**config.mk**
```make
export PLATFORM = sky130hd
export DESIGN_NAME = led_stream_sender
export DESIGN_NICKNAME = d
export VERILOG_FILES = /design/src/rtl/led_stream_sender_pkg.sv /design/src/rtl/ws2812_bit_encoder.sv /design/src/rtl/led_stream_sender.sv
export SDC_FILE = /design/constraint.sdc
export NUM_CORES = 1
export LEC_CHECK = 0
export ABC_CLOCK_PERIOD_IN_PS = 3560
export BUFFER_PORTS_ARGS = -buffer_cell sky130_fd_sc_hd__buf_2
export CORE_MARGIN = 1.5
export CORE_UTILIZATION = 55
export DETAILED_ROUTE_END_ITERATION = 12
export GPL_TIMING_DRIVEN = 1
export PLACE_DENSITY = 0.78
export SYNTH_ARGS = -nofsm -noshare
export SYNTH_HDL_FRONTEND = slang
export SYNTH_SLANG_ARGS = --single-unit
```
**constraint.sdc**
```tcl
create_clock -name clk -period 3.56 [get_ports clk]
set_clock_uncertainty 0.15 [all_clocks]
set_input_delay 0.712 -clock clk [delete_from_list [all_inputs] [get_ports clk]]
set_output_delay 0.712 -clock clk [all_outputs]
set_load 0.005 [all_outputs]
```
**src/rtl/led_stream_sender_pkg.sv**
```systemverilog
// led_stream_sender_pkg: shared LED-strip globals (strip length, WS2812 timing defaults,
// buffer address map) and the sender FSM encoding.
package led_stream_sender_pkg;

    localparam int LEDS_NUM   = 2;
    localparam int T0H_DEF    = 20;
    localparam int T1H_DEF    = 40;
    localparam int TBIT_DEF   = 62;
    localparam int TLATCH_DEF = 2500;

    localparam logic [31:0] BUF_BASE   = 32'h0000_1000;
    localparam logic [31:0] BUF_STRIDE = 32'h0000_0100;

    typedef enum logic [2:0] {IDLE, INIT, FETCH, LOAD, SHIFT, LATCH, DONE} state_e;

    function automatic logic [31:0] addr_for_buf_id(input logic [31:0] id);
        return BUF_BASE + id * BUF_STRIDE;
    endfunction

    function automatic int cnt_width(input int tbit, input int tlatch);
        return $clog2((tbit > tlatch ? tbit : tlatch) + 1);
    endfunction

endpackage

```
**src/rtl/ws2812_bit_encoder.sv**
```systemverilog
// ws2812_bit_encoder: one WS2812 bit period per start pulse; dout high for T0H/T1H clocks,
// done flags the last of the TBIT clocks so the next start can follow without a gap.
module ws2812_bit_encoder #(
    parameter int T0H  = 20,
    parameter int T1H  = 40,
    parameter int TBIT = 62,
    parameter int CW   = 12
) (
    input  logic clk,
    input  logic reset_n,
    input  logic start,
    input  logic bit_in,
    output logic dout,
    output logic done
);

    localparam logic [CW-1:0] LAST = CW'(TBIT - 1);
    localparam logic [CW-1:0] HI0  = CW'(T0H);
    localparam logic [CW-1:0] HI1  = CW'(T1H);

    logic [CW-1:0] cnt_q, cnt_d;
    logic          busy_q, busy_d;
    logic          bit_q, bit_d;
    logic          dout_q, dout_d;

    assign done = busy_q && cnt_q == LAST;
    assign dout = dout_q;

    always_comb begin
        busy_d = start || (busy_q && !done);
        cnt_d  = (start || !busy_q || done) ? '0 : cnt_q + CW'(1);
        bit_d  = start ? bit_in : bit_q;
        dout_d = busy_d && cnt_d < (bit_d ? HI1 : HI0);
    end

    always_ff @(posedge clk or negedge reset_n) begin
        if (!reset_n) begin
            cnt_q  <= '0;
            busy_q <= 1'b0;
            bit_q  <= 1'b0;
            dout_q <= 1'b0;
        end else begin
            cnt_q  <= cnt_d;
            busy_q <= busy_d;
            bit_q  <= bit_d;
            dout_q <= dout_d;
        end
    end

endmodule

```
**src/rtl/led_stream_sender.sv**
```systemverilog
// led_stream_sender: reads one GRB word per LED over Wishbone and streams it MSB-first as
// WS2812 bits, prefetching the next word while the current one shifts out.
module led_stream_sender
    import led_stream_sender_pkg::*;
#(
    parameter int ADDR_WIDTH = 16,
    parameter int DATA_WIDTH = 32,
    parameter int T0H        = T0H_DEF,
    parameter int T1H        = T1H_DEF,
    parameter int TBIT       = TBIT_DEF,
    parameter int TLATCH     = TLATCH_DEF
) (
    input  logic                  clk,
    input  logic                  reset_n,
    output logic [ADDR_WIDTH-1:0] wbm_address,
    input  logic [DATA_WIDTH-1:0] wbm_readdata,
    output logic                  wbm_strobe,
    output logic                  wbm_cycle,
    output logic                  wbm_write,
    input  logic                  wbm_ack,
    input  logic [DATA_WIDTH-1:0] buf_id,
    input  logic                  send_buf,
    output logic                  buf_sent,
    output logic                  led_dout
);

    localparam int                    CW         = cnt_width(TBIT, TLATCH);
    localparam logic [9:0]            LAST_LED   = 10'(LEDS_NUM);
    localparam logic [CW-1:0]         LATCH_LAST = CW'(TLATCH - 1);
    localparam logic [ADDR_WIDTH-1:0] STEP       = ADDR_WIDTH'(DATA_WIDTH / 8);

    state_e                state_q, state_d;
    logic [ADDR_WIDTH-1:0] addr_q, addr_d;
    logic [9:0]            led_count_q, led_count_d;
    logic [4:0]            bit_cnt_q, bit_cnt_d;
    logic [CW-1:0]         lat_cnt_q, lat_cnt_d;
    logic [23:0]           pf_q, pf_d;
    logic [23:0]           shift_q, shift_d;
    logic                  pf_valid_q, pf_valid_d;
    logic                  strobe_q, strobe_d;
    logic                  sent_q, sent_d;
    logic                  enc_start, enc_bit, enc_done, pf_ack;
    logic [ADDR_WIDTH-1:0] base_addr;
    logic                  unused_rdata;

    assign base_addr    = ADDR_WIDTH'(addr_for_buf_id(32'(buf_id)));
    assign unused_rdata = ^wbm_readdata[DATA_WIDTH-1:24];
    assign pf_ack       = strobe_q && wbm_ack;

    assign wbm_address = addr_q;
    assign wbm_strobe  = strobe_q;
    assign wbm_cycle   = strobe_q;
    assign wbm_write   = 1'b0;
    assign buf_sent    = sent_q;

    always_comb begin
        state_d     = state_q;
        addr_d      = addr_q;
        led_count_d = led_count_q;
        bit_cnt_d   = bit_cnt_q;
        lat_cnt_d   = lat_cnt_q;
        pf_d        = pf_q;
        pf_valid_d  = pf_valid_q;
        shift_d     = shift_q;
        strobe_d    = strobe_q;
        enc_start   = 1'b0;
        enc_bit     = shift_q[22];
        case (state_q)
            IDLE: state_d = send_buf ? INIT : IDLE;
            INIT: begin
                addr_d      = base_addr;
                led_count_d = 10'd1;
                strobe_d    = 1'b1;
                state_d     = FETCH;
            end
            FETCH: if (pf_ack) begin
                strobe_d = 1'b0;
                pf_d     = wbm_readdata[23:0];
                state_d  = LOAD;
            end
            LOAD: begin
                shift_d    = pf_q;
                bit_cnt_d  = '0;
                addr_d     = addr_q + STEP;
                pf_valid_d = 1'b0;
                strobe_d   = led_count_q < LAST_LED;
                enc_start  = 1'b1;
                enc_bit    = pf_q[23];
                state_d    = SHIFT;
            end
            SHIFT: begin
                if (pf_ack) begin
                    strobe_d   = 1'b0;
                    pf_d       = wbm_readdata[23:0];
                    pf_valid_d = 1'b1;
                end
                // an ack landing on the last clock of bit 23 still counts as a completed prefetch
                if (enc_done && bit_cnt_q != 5'd23) begin
                    shift_d   = shift_q << 1;
                    bit_cnt_d = bit_cnt_q + 5'd1;
                    enc_start = 1'b1;
                end else if (enc_done && led_count_q == LAST_LED) begin
                    lat_cnt_d = '0;
                    state_d   = LATCH;
                end else if (enc_done) begin
                    led_count_d = led_count_q + 10'd1;
                    state_d     = (pf_valid_q || pf_ack) ? LOAD : FETCH;
                end
            end
            LATCH: begin
                lat_cnt_d = lat_cnt_q + CW'(1);
                state_d   = (lat_cnt_q == LATCH_LAST) ? DONE : LATCH;
            end
            DONE: state_d = send_buf ? DONE : IDLE;
            default: state_d = IDLE;
        endcase
        sent_d = state_d == DONE;
    end

    always_ff @(posedge clk or negedge reset_n) begin
        if (!reset_n) begin
            state_q     <= IDLE;
            addr_q      <= '0;
            led_count_q <= '0;
            bit_cnt_q   <= '0;
            lat_cnt_q   <= '0;
            pf_q        <= '0;
            pf_valid_q  <= 1'b0;
            shift_q     <= '0;
            strobe_q    <= 1'b0;
            sent_q      <= 1'b0;
        end else begin
            state_q     <= state_d;
            addr_q      <= addr_d;
            led_count_q <= led_count_d;
            bit_cnt_q   <= bit_cnt_d;
            lat_cnt_q   <= lat_cnt_d;
            pf_q        <= pf_d;
            pf_valid_q  <= pf_valid_d;
            shift_q     <= shift_d;
            strobe_q    <= strobe_d;
            sent_q      <= sent_d;
        end
    end

    ws2812_bit_encoder #(
        .T0H (T0H),
        .T1H (T1H),
        .TBIT(TBIT),
        .CW  (CW)
    ) u_enc (
        .clk    (clk),
        .reset_n(reset_n),
        .start  (enc_start),
        .bit_in (enc_bit),
        .dout   (led_dout),
        .done   (enc_done)
    );

endmodule
```
==> run metrics <==
Setup crit end kind flip-flop; Post-Syn Instances 574; RSZ-0062 raised after global routing false; first-pass GRT wire length 18500 um; drt wl/cell 14.4 um; Critical Path Max Stage Delay 0.43 ns; layout cells sized above 1 about 18%; CTS clk-pin slew, worst paths 0.11 ns; share of the synthesized area in the top cell type 49.4%; Final period util 91.6%; Global Route Usage Sum 22.1%; leakage power 2.72 nW; Syn. warnings 0; critical path type reg2reg; detailed placement HPWL 7460 um; number of DRC markers in iteration 0 252; cell taking the most area after synthesis dfrtp_1; CP dominant cell by count ha_1; ys async rst share 100%; CTS-repair resized insts 0; Startpoint Class flip-flop; via count about 4.3k; FILL cells around 810; final hold violations 0; Area Growth Syn to Fin 10.0%; worst r2r dst u_enc.dout$_DFF_PN0_; Root Driver clkbuf_8; CTS buffer count 9; footprint of the multi-input gates between 2000 and 3000 um2; CTS hold repair buffers 0; min Tclk post-route 3.26 ns; syn_area_per_cell 9.62 um2; DIE AREA around 11000 um2; Internal 2.57 mW; CTS tree done; R2R Path Start bit_cnt_q[0]$_DFFE_PN0P_; clock sink count 109; I/O pin count 89; Final ANT Viol Nets 0; gr busiest metal met2; CP required 3.65 ns; # rows 36; setup TNS 0 ns; Sequential Area 2730 um2; vias per inst 5.74; worst-margin pin slew 0.779 ns; Post-synth top flop dfrtp_1; drt first pass iters 5; grt total ovfl 0; # DRC 0; R2R cell count 12; postcts setup bufs 0; Comb power frac 35.3%; post-synthesis sequential area ratio 49.4%; Post-synth EDFFs 0; worst skew pair latency 0.39 ns; ANT cells 0; Slew headroom 48.1%; worst-case clock buffer depth 2; die width 103 um; H-Tree Depth 3; Initial Utilization a little under three fifths; vias in the first global route around 4.1k; reg-to-reg slack, setup ~0.30 ns; core area 9770 um2; crit path cell chain ha_1 > and4b_2 > nor2_1 > and3_1 > mux2i_1 > nand2_1 > o21ai_0 > ha_1 > o21a_1 > o211ai_1 > a21oi_1 > nor4b_1; met3 usage 3.29%; Peak Freq 307 MHz; RePlAce Congestion 0.872; Net Sw Frac 38.0%; top post-synthesis cells by area dfrtp_1 49%, nand2_1 5.9%, mux2_2 5.1%; final WL ~11000 um; critical path arrival about 3.4 ns; max cap viols 0; synthesized area 5520 um2; maximum number of pins on one net before global-route repair 52; Chip Height 103 um; worst hold path type in2async; Switching Power 1.58 mW; Clock power frac 16.7%; final hold slack between 0.1 and 0.15 ns; initial antenna violation count 0; GRT met1 Usage 29.4%; crit-path max FO 5; Flop pwr share 48.0%; Power Dens Cells 683 nW/um2; final setup vio count 0; count of cell types in the netlist 52; status completed; synthesis-stage register bit count 109; critical path's slowest cell dfrtp_1; met2 Use GR 36.3%; final net count 697; Slew Viols, Final 0; Buffers on Ports between 50 and 60; peak supply drop 0.395 mV
-- kinds of logic (layout without fill, tap and decap cells) --
group | count (synthesis) | in the layout | synth area share [%]
xor+xnor | 30 | 30 | 4.76
buf+inv | 40 | 87 | 3.58
simple gates | 252 | 252 | 21.9
flops | 109 | 109 | 49.4
fa+ha+maj | 11 | 11 | 2.49
compound gates | 99 | 99 | 11.4
mux | 32 | 32 | 6.37
other cells | 1 | 3 | 0.0679
-- layout by cell type, fill, tap and decap left out, types with 3 or more instances in the layout --
cell      instances
buf_4            12
nor4b_1           3
nor4_1            4
or3_1             3
a21oi_1          21
inv_1             6
clkbuf_8          9
and3_1           11
xor2_1           11
mux2_2           25
a22o_1            6
nand2_1          87
o21ai_0          21
nand4_1           8
a31oi_1          27
nor3b_1           4
nor2b_1           3
nor4_2            3
buf_2            52
nand3_1          28
o22ai_1           6
o21a_1            3
ha_1             11
inv_6             3
dfrtp_1         109
a21o_1            4
conb_1            3
nand2b_1          5
xnor2_1          19
mux2i_1           7
nor3_1           14
nor2_1           68
-- power by group through the flow --
stage / Sequential (mW) / Combinational, mW / Clock, mW
final: 1.99 / 1.46 / 0.694
after global routing: 2.06 / 1.65 / 0.755
after CTS: 1.98 / 1.47 / 0.718
after detailed placement: 2.01 / 1.47 / 0
after global placement: 1.98 / 1.40 / 0
after floorplan: 1.93 / 1.10 / 0
-- Yosys cell counts (all sizes together), types with 11 or more instances --
cell type and count:
a31oi 27, ha 11, and3 11, nor2 68
a21oi 21, mux2 25, nor3 14, o21ai 21
xnor2 19, nand3 28, clkbuf 17, buf 17
nand2 88, xor2 11, dfrtp 109
-- final cells by class --
class	instances	share of cell area, %
Multi-Input combinational cell	427	43.1
Timing Repair Buffer	65	6.09
Inverter	6	0.371
Clock inverter	5	0.679
Sequential cell	109	44.9
Clock buffer	11	2.16
Tap cell	133	2.74
-- worst max-delay path: cells and delay by family (launching register included) --
kind                     cells  cell delay, ns
AO/OA/AOI/OAI                4            0.46
adder cells (fa/ha/maj)      2            0.53
flip-flops                   1            0.43
multiplexers                 1            0.27
AND/OR/NAND/NOR              5            1.29
-- registers in the layout, summed over array words and instances, names as in the netlist, 3 cells and up --
signal	cells
wbm_address	14
led_count_q	10
lat_cnt_q	12
pf_q	24
shift_q	23
state_q	3
u_enc.cnt_q	12
bit_cnt_q	5
-- worst max-delay path by stage --
stage / to / from / cells after the start
after floorplan: u_enc.dout$_DFF_PN0_ / state_q[0]$_DFF_PN0_ / 13
after global placement: u_enc.dout$_DFF_PN0_ / bit_cnt_q[0]$_DFFE_PN0P_ / 12
after detailed placement: u_enc.dout$_DFF_PN0_ / bit_cnt_q[0]$_DFFE_PN0P_ / 12
after CTS: u_enc.dout$_DFF_PN0_ / bit_cnt_q[0]$_DFFE_PN0P_ / 12
after global routing: u_enc.dout$_DFF_PN0_ / bit_cnt_q[0]$_DFFE_PN0P_ / 12
final: u_enc.dout$_DFF_PN0_ / bit_cnt_q[0]$_DFFE_PN0P_ / 12
-- per-stage QoR --
stage	util (%)	setup slack, ns	power [mW]	instances	area [um2]
after floorplan	-	0.574	3.03	576	5530
after global placement	60.4	0.471	3.38	740	5900
after detailed placement	60.4	0.380	3.47	740	5900
after CTS	62.2	0.342	4.17	756	6080
after global routing	62.2	0.153	4.47	756	6080
final	62.2	0.300	4.15	756	6080
-- routing by layer --
layer  share of wire [%]  vias to the layer above
met1                  46                     2121
met3                 4.1                       13
met4                 1.8                        0
li1                    -                     2095
met2                  48                      113
met5                   0                        -
Power figures use the tool's default switching activity.
